`config.mk`:
```
export PLATFORM = sky130hd
export DESIGN_NAME = retire_trace_buffer
export DESIGN_NICKNAME = d
export VERILOG_FILES = /design/src/rtl/retire_trace_buffer.sv
export SDC_FILE = /design/constraint.sdc
export NUM_CORES = 2
export LEC_CHECK = 0
export CORE_MARGIN = 2
export CORE_UTILIZATION = 50
export CTS_BUF_LIST = sky130_fd_sc_hd__clkbuf_4 sky130_fd_sc_hd__clkbuf_8 sky130_fd_sc_hd__clkbuf_16
export DETAILED_ROUTE_END_ITERATION = 16
export DONT_BUFFER_PORTS = 1
export SYNTH_ARGS = -nofsm -noshare
export SYNTH_HDL_FRONTEND = slang
export SYNTH_SLANG_ARGS = --single-unit
export TNS_END_PERCENT = 100
```
`constraint.sdc`:
```
create_clock -name clk -period 32.2 [get_ports clk]
set_input_delay 6.44 -clock clk [delete_from_list [all_inputs] [get_ports clk]]
set_output_delay 6.44 -clock clk [all_outputs]
set_load 0.1 [all_outputs]
```
`src/rtl/retire_trace_buffer.sv`:
```
// Retired-instruction trace capture: arm/trigger/length FSM feeding a circular
// buffer that drains through a valid/ready port, with drop counter and timestamp.
module retire_trace_buffer #(
    parameter int XLEN      = 32,
    parameter int DEPTH     = 16,
    parameter int OVERWRITE = 0,
    parameter int CNTW      = 16
) (
    input  logic                     clk,
    input  logic                     reset,
    input  logic                     ret_valid,
    input  logic [XLEN-1:0]          ret_pc,
    input  logic [31:0]              ret_instr,
    input  logic                     ret_rd_we,
    input  logic [4:0]               ret_rd,
    input  logic [XLEN-1:0]          ret_rd_data,
    input  logic                     ret_mem_we,
    input  logic [3:0]               ret_mem_sel,
    input  logic [XLEN-1:0]          ret_mem_addr,
    input  logic [XLEN-1:0]          ret_mem_data,
    input  logic                     arm,
    input  logic                     trig_en,
    input  logic [XLEN-1:0]          trig_pc,
    input  logic [CNTW-1:0]          cap_len,
    input  logic                     flush,
    output logic                     out_valid,
    input  logic                     out_ready,
    output logic [XLEN-1:0]          out_pc,
    output logic [31:0]              out_instr,
    output logic                     out_rd_we,
    output logic [4:0]               out_rd,
    output logic [XLEN-1:0]          out_rd_data,
    output logic                     out_mem_we,
    output logic [3:0]               out_mem_sel,
    output logic [XLEN-1:0]          out_mem_addr,
    output logic [XLEN-1:0]          out_mem_data,
    output logic [31:0]              out_stamp,
    output logic [1:0]               state,
    output logic [CNTW-1:0]          drop_cnt,
    output logic [$clog2(DEPTH):0]   level
);
    localparam int PW = $clog2(DEPTH);
    localparam int LW = PW + 1;

    typedef enum logic [1:0] {IDLE = 2'd0, ARMED = 2'd1, CAPTURE = 2'd2, DONE = 2'd3} state_t;

    typedef struct packed {
        logic [XLEN-1:0] pc;
        logic [31:0]     instr;
        logic            rdWe;
        logic [4:0]      rd;
        logic [XLEN-1:0] rdData;
        logic            memWe;
        logic [3:0]      memSel;
        logic [XLEN-1:0] memAddr;
        logic [XLEN-1:0] memData;
        logic [31:0]     stamp;
    } entry_t;

    entry_t          mem [DEPTH];
    entry_t          newEntry;
    entry_t          head;
    state_t          stateQ, stateNext;
    logic [PW-1:0]   wrPtr, rdPtr;
    logic [LW-1:0]   levelQ;
    logic [CNTW-1:0] dropQ, capCnt, capInc;
    logic [31:0]     cycleCnt;
    logic            trigEvent, push, pop, full, lastPush;
    logic            doWrite, rdAdv, dropEv;

    assign trigEvent = ret_valid && (!trig_en || ret_pc == trig_pc);
    assign push      = ret_valid && ((stateQ == ARMED && trigEvent) || stateQ == CAPTURE);
    assign capInc    = capCnt + 1'b1;
    // Dropped events are still counted, so the capture window is in retires, not entries.
    assign lastPush  = push && (cap_len != '0) && (capInc == cap_len);

    assign full      = (levelQ == LW'(DEPTH));
    assign out_valid = (levelQ != '0);
    assign pop       = out_valid && out_ready;
    assign dropEv    = push && full && !pop;
    assign doWrite   = push && (!full || pop || (OVERWRITE != 0));
    // Overwrite on full: the oldest entry is discarded by advancing the read pointer too.
    assign rdAdv     = pop || ((OVERWRITE != 0) && dropEv);

    always_comb begin
        stateNext = stateQ;
        case (stateQ)
            ARMED:   if (trigEvent) stateNext = lastPush ? DONE : CAPTURE;
            CAPTURE: if (lastPush) stateNext = DONE;
            default: stateNext = stateQ;
        endcase
        if (arm) stateNext = ARMED;
    end

    always_ff @(posedge clk) begin
        if (reset) begin
            stateQ   <= IDLE;
            capCnt   <= '0;
            cycleCnt <= '0;
        end else begin
            stateQ   <= stateNext;
            cycleCnt <= cycleCnt + 32'd1;
            if (arm)       capCnt <= '0;
            else if (push) capCnt <= capInc;
        end
    end

    always_ff @(posedge clk) begin
        if (reset || flush) begin
            wrPtr  <= '0;
            rdPtr  <= '0;
            levelQ <= '0;
            dropQ  <= '0;
        end else begin
            if (doWrite) wrPtr <= wrPtr + 1'b1;
            if (rdAdv)   rdPtr <= rdPtr + 1'b1;
            if (doWrite && !rdAdv)      levelQ <= levelQ + 1'b1;
            else if (!doWrite && rdAdv) levelQ <= levelQ - 1'b1;
            if (dropEv && dropQ != '1) dropQ <= dropQ + 1'b1;
        end
    end

    always_comb begin
        newEntry         = '0;
        newEntry.pc      = ret_pc;
        newEntry.instr   = ret_instr;
        newEntry.rdWe    = ret_rd_we;
        newEntry.rd      = ret_rd;
        newEntry.rdData  = ret_rd_data;
        newEntry.memWe   = ret_mem_we;
        newEntry.memSel  = ret_mem_sel;
        newEntry.memAddr = ret_mem_addr;
        newEntry.memData = ret_mem_data;
        newEntry.stamp   = cycleCnt;
    end

    always_ff @(posedge clk) begin
        if (doWrite && !reset && !flush) mem[wrPtr] <= newEntry;
    end

    assign head         = mem[rdPtr];
    assign out_pc       = head.pc;
    assign out_instr    = head.instr;
    assign out_rd_we    = head.rdWe;
    assign out_rd       = head.rd;
    assign out_rd_data  = head.rdData;
    assign out_mem_we   = head.memWe;
    assign out_mem_sel  = head.memSel;
    assign out_mem_addr = head.memAddr;
    assign out_mem_data = head.memData;
    assign out_stamp    = head.stamp;
    assign state        = stateQ;
    assign drop_cnt     = dropQ;
    assign level        = levelQ;
endmodule

```
; ---- Word level (Yosys, flattened, before mapping)
; Memory sizes are Yosys's and may differ from the RTL's. A register that Yosys moved wholly into a read port is not among the register bits.
; Index checks and enable logic that the tools add are counted.
[word_totals]
regBits = 79
mem_count = 1
elab_cells = 69
mem_bits_rw = 3248
output_inout_bits = 227
[memory_table]
columns = memory, depth, width, read_ports, rd_clocked_by_memory_dff, write_ports, line_no
row1 = mem, 16, 203, 1, 1, 1, 60  ; entry_t mem [DEPTH];
[op_classes]
n_reduce_logical = 32
n_addsub = 7
muxes = 11
n_eq_ne = 10
[ops]
columns = op, n
row1 = $add 16x1->16 const B, 2
row2 = $add 32x1->32 const B, 1
row3 = $eq 32x32->1, 1
row4 = $eq 16x16->1, 1
row5 = $ne 16x16->1 const B, 1
row6 = $reduce_bool 16->1, 1
row7 = $logic_and 1x1->1, 14
row8 = $mux 5, 2
row9 = $add 4x1->4 const B, 2
row10 = $mux 4, 2
row11 = $logic_not 1->1, 6
row12 = $ne 3x3->1 const B, 2
row13 = $reduce_and 3->1, 2
row14 = $add 5x1->5 const B, 1
row15 = $eq 5x5->1 const B, 1
row16 = $reduce_bool 5->1, 1
row17 = $sub 5x1->5 const B, 1
row18 = $logic_or 1x1->1, 4
row19 = $mux 1, 4
row20 = $mux 2, 2
row21 = $ne 2x2->1 const B, 2
row22 = $pmux 2 s2, 1
row23 = $reduce_bool 2->1, 2
row24 = $reduce_bool 3->1, 1
row25 = 3 further kinds, 3

; ---- Depth between registers and ports, before layout
[depth]
depth_word = 12
ltp_mapped = 15
mapped_depth_nobuf = 14

; ---- Least setup slack after synthesis
; Ideal clock, no wire load.
[synth_timing]
kind = input-to-reg
startpoint = input port trig_pc[28]
endpoint = memory mem[0][0] in the netlist's numbering (enable)
path_slack_ps = 9529
n_path_buf = 1
setup_ps = 1014
arrival_ps = 21656
required_ps = 31186
cell_stages = 8
path_cell_list = xor2_1 nor4_1 nand4_1 o211a_1 clkbuf_1 nor2_2 nand3_1 nor3_1
[synth_between]
elab_chain_cells = 11
[synth_lines]
columns = item, line_no
row1 = start: declaration, 23  ; input logic [XLEN-1:0] trig_pc,
row2 = $eq 32x32->1, 71  ; assign trigEvent = ret_valid && (!trig_en || ret_pc == trig_pc);
row3 = $logic_or 1x1->1, 71
row4 = $logic_and 1x1->1, 71
row5 = $logic_and 1x1->1, 72  ; assign push = ret_valid && ((stateQ == ARMED && trigEvent) || stateQ == CAPTURE);
row6 = $logic_or 1x1->1, 72
row7 = $logic_and 1x1->1, 72
row8 = $logic_and 1x1->1, 81  ; assign doWrite = push && (!full || pop || (OVERWRITE != 0));
row9 = $logic_and 1x1->1 (2 in series), 138  ; if (doWrite && !reset && !flush) mem[wrPtr] <= newEntry;
row10 = $mux 1, 138
row11 = $mux 1 (implied by the code), 138
row12 = end: declaration, 60
; Every way passes these cells.

==> flow_summary_export.csv <==
group,metric,value,unit
logic_synthesis,ys_ff_latch,3331,
power,p_per_area,63.0,mW/mm^2
clock_network,postCtsSetupBuffers,0,
sta,fmax,0.0764,GHz
logic_synthesis,synth-edff-count,3248,
clock_network,ctsLongestPathBuffers,4,
detailed_routing,drc,0,
finish,fin_nets,5620,
sta,finClkSkew,0.0741,ns
clock_network,htree_levels,5,
logic_synthesis,syn-cell-area,0.126,sq mm
setup_path,cp.arrival,6.66,ns
logic_synthesis,synth_top_cell_by_area,"edfxtp_1",
place,dp_hpwl,145,mm
logic_synthesis,synthFlopType,"edfxtp_1",
clock_network,cts_resized,0,
logic_synthesis,synth_cell_types,54,
clock_network,clkSinkCount,3331,
finish,utilization,0.566,
logic_synthesis,synthAdderAreaFrac,0.00135,
logic_synthesis,yosysTopAreaCellShare,0.773,
sta,worst_pin_slew,1.23,ns
logic_synthesis,synth_compound_area_frac,0.00554,
global_routing,grt_usage,0.224,
die,die_h,506,um
place,gp_congestion,0.754,
finish,synthToLayoutAreaGrowth,12.5,%
detailed_routing,wirelength,286,mm
logic_synthesis,ys_seq_area_frac,0.786,
logic_synthesis,synth_top_family_by_area,"multiplexers",
place,dpl.cell_count,8372,
sta,rsz0062_at_grt,"false",
logic_synthesis,synthMuxAreaShare,0.179,
setup_path,worst_setup_path_end_kind,"output port",
global_routing,grt_pass1_vias,58000,
clock_network,insertion_delay,0.94,ns
sta,hold_viol,0,
detailed_routing,drt-vias-per-instance,6.14,
die,die_x,506,um
detailed_routing,first_iter_violations,5607,
setup_path,critPathLaunchType,"flop",
detailed_routing,routedWlPerCell,31.8,um
clock_network,cts_tree,"built",
sta,finalCritPeriodShare,0.407,
worst_hold_path,worstHoldPathType,"reg2reg",
detailed_routing,drtAntennaViolNets,0,
finish,drive_above_1_share,0.305,
logic_synthesis,synth_nets,5388,
power,ir_worst_vdd,0.0594,mV
clock_network,path_clk_slew,0.06,ns
die,die_area,0.256,sq mm
logic_synthesis,avgSynthCellArea,24.5,sq um
global_routing,grt_pass1_wl,414,mm
detailed_routing,dr.pass1.iters,7,
logic_synthesis,ys_async_sr_fraction,0,
clock_network,cts_buffers,355,
sta,maxSlewHeadroom,0.179,
logic_synthesis,synth_area_leaders,"edfxtp_1 77%, mux4_2 18%, dfxtp_1 1.3%, clkbuf_1 0.46%, xor2_1 0.42%",
die,initial_core_util,0.503,
setup_path,critical_path_class,"reg2out",
flow_run,drv_cap,0,
detailed_routing,vias,55200,
place,port_buffers,0,
die,core_area,0.251,sq mm
status,status,"finished, final reports clean",
global_routing,antenna_found_initial,1,
die,rows,184,
global_routing,grt_overflow_total,0,
die,num_io_pins,453,
global_routing,grt_start_max_net_pins,150,
power,power.leakage,42.4,nW
logic_synthesis,ys_warn_count,0,
finish,instances_no_fill,8996,
setup_path,required,25.76,ns
sta,slew_violations,0,
setup_path,cp_max_fo,70,
sta,fin_crit,13.10,ns
logic_synthesis,synth_xor_area_frac,0.00722,
sta,finalSetupViolCount,0,
sta,setup_tns,0,ns
clock_network,ctsHoldBuffers,0,
logic_synthesis,synth-simple-area-share,0.0123,
logic_synthesis,synth_cells,5149,
clock_network,cts_root_buf,"clkbuf_16",
[through the flow]
step	hold slack [ns]	instance area (sq um)	setup slack, ns	total power [mW]
finish	0.499	142000	19.10	8.95
global placement	0.475	131000	19.00	5.13
floorplan	0.458	126000	9.53	5.08
global route	0.530	142000	18.38	9.21
CTS	0.496	142000	18.75	9.03
detailed placement	0.487	131000	18.95	5.13
[state kept, by name (all words and copies together) (netlist names), named ones only]
name / flops
capCnt: 16
cycleCnt: 32
drop_cnt: 16
level: 5
mem: 3248
rdPtr: 4
state: 2
wrPtr: 4
[cells in the final DEF, fill, tap and decap left out, types with 7 or more instances in the layout]
master / instances
inv_1: 15
and2_1: 7
or3_1: 14
ha_1: 12
a21oi_2: 23
inv_6: 7
clkbuf_8: 9
clkbuf_4: 70
bufinv_16: 25
and4_1: 8
xor2_1: 61
xnor2_1: 43
mux2i_1: 32
nor4_1: 16
nor2_4: 12
o21ai_0: 14
clkbuf_16: 358
nor3_1: 28
a211oi_1: 24
nand4_1: 24
nor2_1: 65
edfxtp_1: 3248
buf_12: 19
a21oi_1: 29
nand2_1: 36
clkinv_4: 7
nand3_1: 28
dfxtp_1: 79
mux4_2: 991
clkinv_1: 81
clkinvlp_4: 14
nor2b_1: 25
buf_4: 112
clkinv_2: 47
[per-layer routing]
metal	up-vias	GRT usage	routed length [um]
met5	-	0	0
met4	0	0.0548	6550
met3	412	0.0491	19100
met2	1675	0.366	143000
met1	30400	0.310	117000
li1	22700	-	-
[cells in the mapped netlist, types with 14 or more instances]
cell type     n
edfxtp_1   3248
mux4_2      991
clkbuf_1    155
dfxtp_1      83
buf_1        78
nor2_1       77
xor2_1       61
a21oi_1      53
xnor2_1      43
nand2_1      36
mux2i_1      32
nor3_1       32
nand3_1      28
nor2b_1      25
a211oi_1     24
nand4_1      24
buf_2        21
nor4_1       16
inv_1        15
o21ai_0      14
or3_1        14
[cell families (layout without fill, tap and decap cells)]
logic type	count (synthesis)	after routing
simple gates	294	294
xor+xnor	104	104
flops	3331	3331
fa+ha+maj	13	13
other cells	0	2
compound gates	113	113
buf+inv	271	768
mux	1023	1023
[power by group]
| part | total, mW | internal (mW) | switching, mW | leakage, nW |
|---|---|---|---|---|
| clock | 3.92 | 2.31 | 1.61 | 5.56 |
| sequential | 4.75 | 4.75 | 0.00687 | 30.0 |
| combinational | 0.275 | 0.101 | 0.174 | 6.84 |
| total | 8.95 | 7.16 | 1.79 | 42.4 |
[critical path, stage by stage, from the launching register on]
cell and delay (ns):
dfxtp_4 0.92, buf_4 0.80, buf_4 0.62, buf_4 0.82, buf_4 0.96, mux4_2 0.43
mux4_2 0.77
[worst paths after layout]
kind | start | end | cells past startpoint | slack, ns
max | flop | out_mem_data[20] | 6 | 19.10
min | capCnt[15] | capCnt[15] | 2 | 0.50
max reg2reg | state[1] | mem[11][84] | 9 | 25.42
min reg2reg | capCnt[15] | capCnt[15] | 2 | 0.50
[final cells by class]
type / count / area, sq um
fill: 18000 / 109000
sequential: 3331 / 99200
multi-input combinational: 1547 / 26200
clock buffer: 437 / 9610
tap: 3348 / 4190
clock inverter: 185 / 1590
timing repair buffer: 131 / 1220
inverter: 15 / 56.3
antenna: 2 / 5.00
Note: power is estimated with default switching activity, not from simulation.
